File: src/rtl/ps2_pkg.sv
// Shared types and constants for the PS/2 keyboard receiver.
package ps2_pkg;

    typedef enum logic [1:0] {
        IDLE,
        DATA,
        PARITY,
        STOP
    } ps2_state_t;

    localparam logic [7:0] PS2_PFX_EXT = 8'hE0;
    localparam logic [7:0] PS2_PFX_BRK = 8'hF0;

    // Odd parity over data+parity, and the stop bit must be high.
    function automatic logic ps2_frame_good(
        input logic [7:0] data_byte,
        input logic       par_bit,
        input logic       stop_bit
    );
        return (^{data_byte, par_bit}) & stop_bit;
    endfunction

endpackage

File: src/rtl/ps2_line_filter.sv
// Two-flop synchroniser followed by a run-length filter for one PS/2 line.
module ps2_line_filter
    import ps2_pkg::*;
#(
    parameter int FILTER_LEN = 8
) (
    input  logic clk_sys,
    input  logic reset,
    input  logic raw,
    output logic filt
);

    localparam int CNT_W = $clog2(FILTER_LEN + 1);
    localparam logic [CNT_W-1:0] CNT_LAST = CNT_W'(FILTER_LEN - 1);

    logic             sync_q1;
    logic             sync_q2;
    logic [CNT_W-1:0] run_cnt;

    // filt only follows the synchronised line after FILTER_LEN differing samples in a row.
    always_ff @(posedge clk_sys) begin
        if (reset) begin
            sync_q1 <= 1'b1;
            sync_q2 <= 1'b1;
            run_cnt <= '0;
            filt    <= 1'b1;
        end else begin
            sync_q1 <= raw;
            sync_q2 <= sync_q1;
            if (sync_q2 == filt) begin
                run_cnt <= '0;
            end else if (run_cnt == CNT_LAST) begin
                filt    <= sync_q2;
                run_cnt <= '0;
            end else begin
                run_cnt <= run_cnt + CNT_W'(1);
            end
        end
    end

endmodule

File: src/rtl/ps2_kbd_rx.sv
// PS/2 device->host frame receiver with E0/F0 prefix folding into key events.
//   state  | meaning
//   IDLE   | waiting for a start bit (data low on a clk fall)
//   DATA   | shifting in 8 data bits, LSB first
//   PARITY | capturing the parity bit
//   STOP   | checking parity and stop, then back to IDLE
module ps2_kbd_rx
    import ps2_pkg::*;
#(
    parameter int FILTER_LEN     = 8,
    parameter int TIMEOUT_CYCLES = 100000
) (
    input  logic       clk_sys,
    input  logic       reset,
    input  logic       ps2_clk,
    input  logic       ps2_data,
    output logic [7:0] rx_data,
    output logic       rx_valid,
    output logic       rx_err,
    output logic [7:0] key_code,
    output logic       key_ext,
    output logic       key_release,
    output logic       key_strobe
);

    localparam int WD_W = $clog2(TIMEOUT_CYCLES);
    localparam logic [WD_W-1:0] WD_LAST = WD_W'(TIMEOUT_CYCLES - 1);

    logic            clk_f;
    logic            data_f;
    logic            clk_f_q;
    logic            fall;
    ps2_state_t      state;
    ps2_state_t      state_nxt;
    logic [7:0]      shreg;
    logic [2:0]      bitcnt;
    logic            par_bit;
    logic [WD_W-1:0] wdog;
    logic            frame_ok;
    logic            frame_err;
    logic            timeout_err;
    logic            ext_p;
    logic            rel_p;

    ps2_line_filter #(.FILTER_LEN(FILTER_LEN)) u_clk_filter (
        .clk_sys (clk_sys),
        .reset   (reset),
        .raw     (ps2_clk),
        .filt    (clk_f)
    );

    ps2_line_filter #(.FILTER_LEN(FILTER_LEN)) u_data_filter (
        .clk_sys (clk_sys),
        .reset   (reset),
        .raw     (ps2_data),
        .filt    (data_f)
    );

    assign fall = clk_f_q & ~clk_f;

    always_ff @(posedge clk_sys) begin
        if (reset) begin
            clk_f_q <= 1'b1;
            state   <= IDLE;
        end else begin
            clk_f_q <= clk_f;
            state   <= state_nxt;
        end
    end

    // A clk fall takes priority over a watchdog expiry in the same cycle.
    always_comb begin
        state_nxt   = state;
        frame_ok    = 1'b0;
        frame_err   = 1'b0;
        timeout_err = 1'b0;
        if (fall) begin
            case (state)
                IDLE: begin
                    if (!data_f) state_nxt = DATA;
                end
                DATA: begin
                    if (bitcnt == 3'd7) state_nxt = PARITY;
                end
                PARITY: state_nxt = STOP;
                STOP: begin
                    state_nxt = IDLE;
                    if (ps2_frame_good(shreg, par_bit, data_f)) frame_ok = 1'b1;
                    else frame_err = 1'b1;
                end
                default: state_nxt = IDLE;
            endcase
        end else if (state != IDLE && wdog == WD_LAST) begin
            state_nxt   = IDLE;
            timeout_err = 1'b1;
        end
    end

    always_ff @(posedge clk_sys) begin
        if (reset) begin
            shreg   <= '0;
            bitcnt  <= '0;
            par_bit <= 1'b0;
        end else if (fall) begin
            case (state)
                IDLE: bitcnt <= '0;
                DATA: begin
                    shreg  <= {data_f, shreg[7:1]};
                    bitcnt <= bitcnt + 3'd1;
                end
                PARITY:  par_bit <= data_f;
                default: ;
            endcase
        end
    end

    always_ff @(posedge clk_sys) begin
        if (reset) begin
            wdog <= '0;
        end else if (fall || state == IDLE) begin
            wdog <= '0;
        end else if (wdog != '1) begin
            wdog <= wdog + WD_W'(1);
        end
    end

    always_ff @(posedge clk_sys) begin
        if (reset) begin
            rx_data  <= '0;
            rx_valid <= 1'b0;
            rx_err   <= 1'b0;
        end else begin
            rx_valid <= frame_ok;
            rx_err   <= frame_err | timeout_err;
            if (frame_ok) rx_data <= shreg;
        end
    end

    // Prefix bytes only arm flags; any other byte becomes a key event carrying them.
    always_ff @(posedge clk_sys) begin
        if (reset) begin
            ext_p       <= 1'b0;
            rel_p       <= 1'b0;
            key_code    <= '0;
            key_ext     <= 1'b0;
            key_release <= 1'b0;
            key_strobe  <= 1'b0;
        end else begin
            key_strobe <= 1'b0;
            if (rx_err) begin
                ext_p <= 1'b0;
                rel_p <= 1'b0;
            end else if (rx_valid) begin
                if (rx_data == PS2_PFX_EXT) begin
                    ext_p <= 1'b1;
                end else if (rx_data == PS2_PFX_BRK) begin
                    rel_p <= 1'b1;
                end else begin
                    key_code    <= rx_data;
                    key_ext     <= ext_p;
                    key_release <= rel_p;
                    key_strobe  <= 1'b1;
                    ext_p       <= 1'b0;
                    rel_p       <= 1'b0;
                end
            end
        end
    end

endmodule

File: config.mk
export PLATFORM = sky130hd
export DESIGN_NAME = ps2_kbd_rx
export DESIGN_NICKNAME = d
export VERILOG_FILES = /design/src/rtl/ps2_pkg.sv /design/src/rtl/ps2_line_filter.sv /design/src/rtl/ps2_kbd_rx.sv
export SDC_FILE = /design/constraint.sdc
export NUM_CORES = 1
export LEC_CHECK = 0
export BUFFER_PORTS_ARGS = -buffer_cell sky130_fd_sc_hd__clkbuf_2
export CAP_MARGIN = 20
export CORE_UTILIZATION = 50
export DETAILED_ROUTE_END_ITERATION = 16
export PLACE_DENSITY = 0.71
export SYNTH_ARGS = -nofsm -noshare
export SYNTH_HDL_FRONTEND = slang
export SYNTH_SLANG_ARGS = --single-unit
File: constraint.sdc
create_clock -name clk_sys -period 2.4 [get_ports clk_sys]
set_input_delay 0.12 -clock clk_sys [delete_from_list [all_inputs] [get_ports clk_sys]]
set_output_delay 0.12 -clock clk_sys [all_outputs]
set_load 0.05 [all_outputs]
==> impl_metrics.csv <==
group,metric,value,unit
pwr,vdd_drop_max,0.552,mV
timing,tns,0,ns
flow_run,maxCapViolations,0,
placement,portBuffers,24,
global_routing,antenna_found_initial,0,
synthesis,syn_inst,313,
timing,rsz0062_at_grt,"no",
pwr,cellPowerDensity,705,nW/um^2
synthesis,synth_top_family_by_area,"simple AND/OR/NAND/NOR gates",
floorplan,core_area,5640,um^2
floorplan,ios,25,
placement,place_inst,401,
route,drt-total-wl,5.28,mm
worst_setup_path,crit_family,"simple AND/OR/NAND/NOR gates",
worst_setup_path,cp-start-kind,"flop",
floorplan,die_h,79.5,um
synthesis,yosysTopAreaCell,"dfxtp_1",
route,vias,2171,
worst_setup_path,arrival,2.44,ns
synthesis,synth_top_area_frac,0.460,
synthesis,synthDistinctLibCells,42,
clocking,ctsRootBufferMaster,"clkbuf_8",
finish,design_area,3510,um^2
route,final_antenna_net_count,0,
finish,antenna_cells,0,
clocking,cts_sinks,69,
route,avgViaCountPerCell,5.18,
route,wl_per_cell,12.6,um
route,drc_errors,0,
timing,max_freq,460,MHz
placement,place_hpwl,3.69,mm
floorplan,die-area,6320,um^2
clocking,clk_pin_slew,0.07,ns
finish,finalNonFillerCells,419,
worst_setup_path,worst_ep_required_time,2.67,ns
synthesis,syn-cell-area,3000,um^2
global_routing,grtUsageMet2,0.332,
worst_setup_path,slowest_delay,0.43,ns
synthesis,synth_fp_nets,328,
global_routing,grt_max_degree,37,
worst_setup_path,critPathMaxFanout,6,
clocking,htreeDepth,3,
synthesis,yosys.area_share.xor_xnor,0.0767,
synthesis,postSynthAreaPerCell,9.59,um^2
global_routing,grt-ovfl-total,0,
timing,slew_headroom,0.608,
min_path,hp-class,"input pin to flop",
global_routing,grt_pass1_wl,9.09,mm
timing,min_period,2.17,ns
floorplan,die_w,79.5,um
clocking,cts-buffers-inserted,9,
finish,area_delta_synth_final,17.0,%
timing,drv_slew,0,
synthesis,ys_warn_count,0,
pwr,leakagePower,0.00137,uW
floorplan,rows,27,
clocking,cts_buffer_depth,2,
floorplan,start_util,0.532,
clocking,insertion_delay,0.34,ns
synthesis,synth.area.top_cells,"dfxtp_1 (46%), mux2i_1 (9.0%), nor2_1 (5.6%), ha_1 (4.6%), nand2b_1 (3.5%)",
synthesis,synth_compound_area_frac,0.0638,
worst_setup_path,crit_type,"flop to flop",
worst_setup_path,end_kind,"flop",
timing,whs,0.203,ns
global_routing,track_usage,0.188,
clocking,post_cts_buffers,0,
global_routing,grt-busiest-layer,"met2",
timing,fin_crit_sh,0.906,
route,first_pass_iters,4,
placement,placed_area,3210,um^2
worst_setup_path,crit_slowest_cell,"or4_1",
finish,nets,357,
global_routing,grt_pass1_vias,2099,
synthesis,synth-simple-area-share,0.223,
global_routing,use_met3,0.0686,
synthesis,muxShareOfSynthArea,0.0975,
placement,dp_worst_setup_slack,0.109,ns
timing,worst_pin_slew,0.589,ns
synthesis,seq_area_frac_synth,0.460,
timing,setup_ws,0.226,ns
route,drtIter0Drc,64,
run_status,status,"complete, no violations",
worst_setup_path,crit_buf_inv,0,
timing,fin_skew,0.00514,ns
worst_setup_path,r2r_slack,0.23,ns
finish,drive_above_1_share,0.184,
global_routing,met1_usage,0.203,
synthesis,ys_ff_latch,69,
timing,finalHoldViolations,0,
clocking,cts_tree,"yes",
timing,finalSetupViolCount,0,
synthesis,yosys.area_share.adder,0.0458,
placement,gp_congestion,0.818,
worst_setup_path,worstPathCellList,"ha_1 > and3_1 > nand2_1 > nor3_1 > ha_2 > and3b_2 > nand3_1 > or4_1 > a21oi_1",
==> per-layer routing <==
metal,routed length [um],share of wire
met1,2510,0.47
met2,2520,0.48
met3,167,0.032
met4,84,0.016
met5,0,0
==> power breakdown <==
part           internal (uW)  switching, uW  total, uW
Combinational           28.3           46.7       74.9
Clock                    823            416       1240
Sequential              1150           7.01       1160
==> cells in the mapped netlist, drive strengths merged <==
| master | instances |
|---|---|
| or3 | 8 |
| or2 | 8 |
| xor3 | 1 |
| a211o | 2 |
| a311o | 2 |
| a311oi | 1 |
| and3b | 3 |
| xnor2 | 12 |
| nor3 | 4 |
| nor4b | 1 |
| xor2 | 9 |
| a211oi | 1 |
| nand3 | 10 |
| a21oi | 10 |
| a31oi | 2 |
| o31ai | 2 |
| and4b | 1 |
| o21ai | 5 |
| mux2i | 28 |
| nor4 | 2 |
| nand4b | 1 |
| dfxtp | 69 |
| or4 | 2 |
| inv | 11 |
| o2111ai | 1 |
| clkbuf | 13 |
| nand2b | 17 |
| nand2 | 12 |
| nor2b | 5 |
| and3 | 3 |
| nand3b | 2 |
| xnor3 | 1 |
| ha | 11 |
| and4bb | 1 |
| buf | 2 |
| nand4 | 2 |
| nor2 | 45 |
| a32oi | 3 |
==> metrics by stage <==
stage               power (uW)  utilization
finish                    2470        0.623
global route              2570        0.623
global placement          1260        0.569
CTS                       2510        0.621
floorplan                 1240            -
detailed placement        1260        0.569
==> state kept, by name, indices dropped and copies added (netlist names), 2 cells and up <==
signal,flops
key_code,8
rx_data,8
u_data_filter.run_cnt,4
bitcnt,3
state,2
wdog,17
u_clk_filter.run_cnt,4
shreg,8
==> timing repair <==
| item | 4_1_cts | 5_1_grt |
|---|---|---|
| hold buffers | 2 | 0 |
| gates resized for setup | 0 | 3 |
| endpoints found under the hold margin | 2 | 0 |
| endpoints found under the setup margin | 0 | 8 |
==> layout by cell type, fill, tap and decap left out, types with 5 or more instances in the layout <==
cell	Yosys	final
a21oi_1	10	10
buf_4	0	7
clkbuf_2	0	24
clkbuf_8	0	10
dfxtp_1	69	69
ha_1	11	10
inv_1	11	11
mux2i_1	27	27
nand2_1	12	12
nand2b_1	17	17
nand3_1	9	9
nor2_1	45	45
nor2b_1	5	5
o21ai_0	5	5
or2_2	8	8
or3_1	7	6
xnor2_1	12	12
xor2_1	9	9
==> path summary, 6_finish.rpt <==
kind | cells past startpoint | to | start
worst max-delay path | 9 | wdog[15] | wdog[0]
worst min-delay path | 2 | par_bit | reset
worst max register to register | 9 | wdog[15] | wdog[0]
worst min register to register | 1 | u_data_filter.sync_q2 | u_data_filter.sync_q1
==> kinds of logic after synthesis <==
family / count (synthesis)
xor+xnor: 23
buf+inv: 26
compound gates: 29
flops: 69
mux: 28
fa+ha+maj: 11
simple gates: 127
==> final cells by class <==
| class | count | area, um^2 |
|---|---|---|
| Inverter | 11 | 41.3 |
| Fill cell | 500 | 2130 |
| Multi-Input combinational cell | 218 | 1540 |
| Clock inverter | 6 | 134 |
| Tap cell | 72 | 90.1 |
| Sequential cell | 69 | 1380 |
| Timing Repair Buffer | 33 | 193 |
| Clock buffer | 10 | 138 |
No activity file was read; power rests on OpenSTA's default activity.
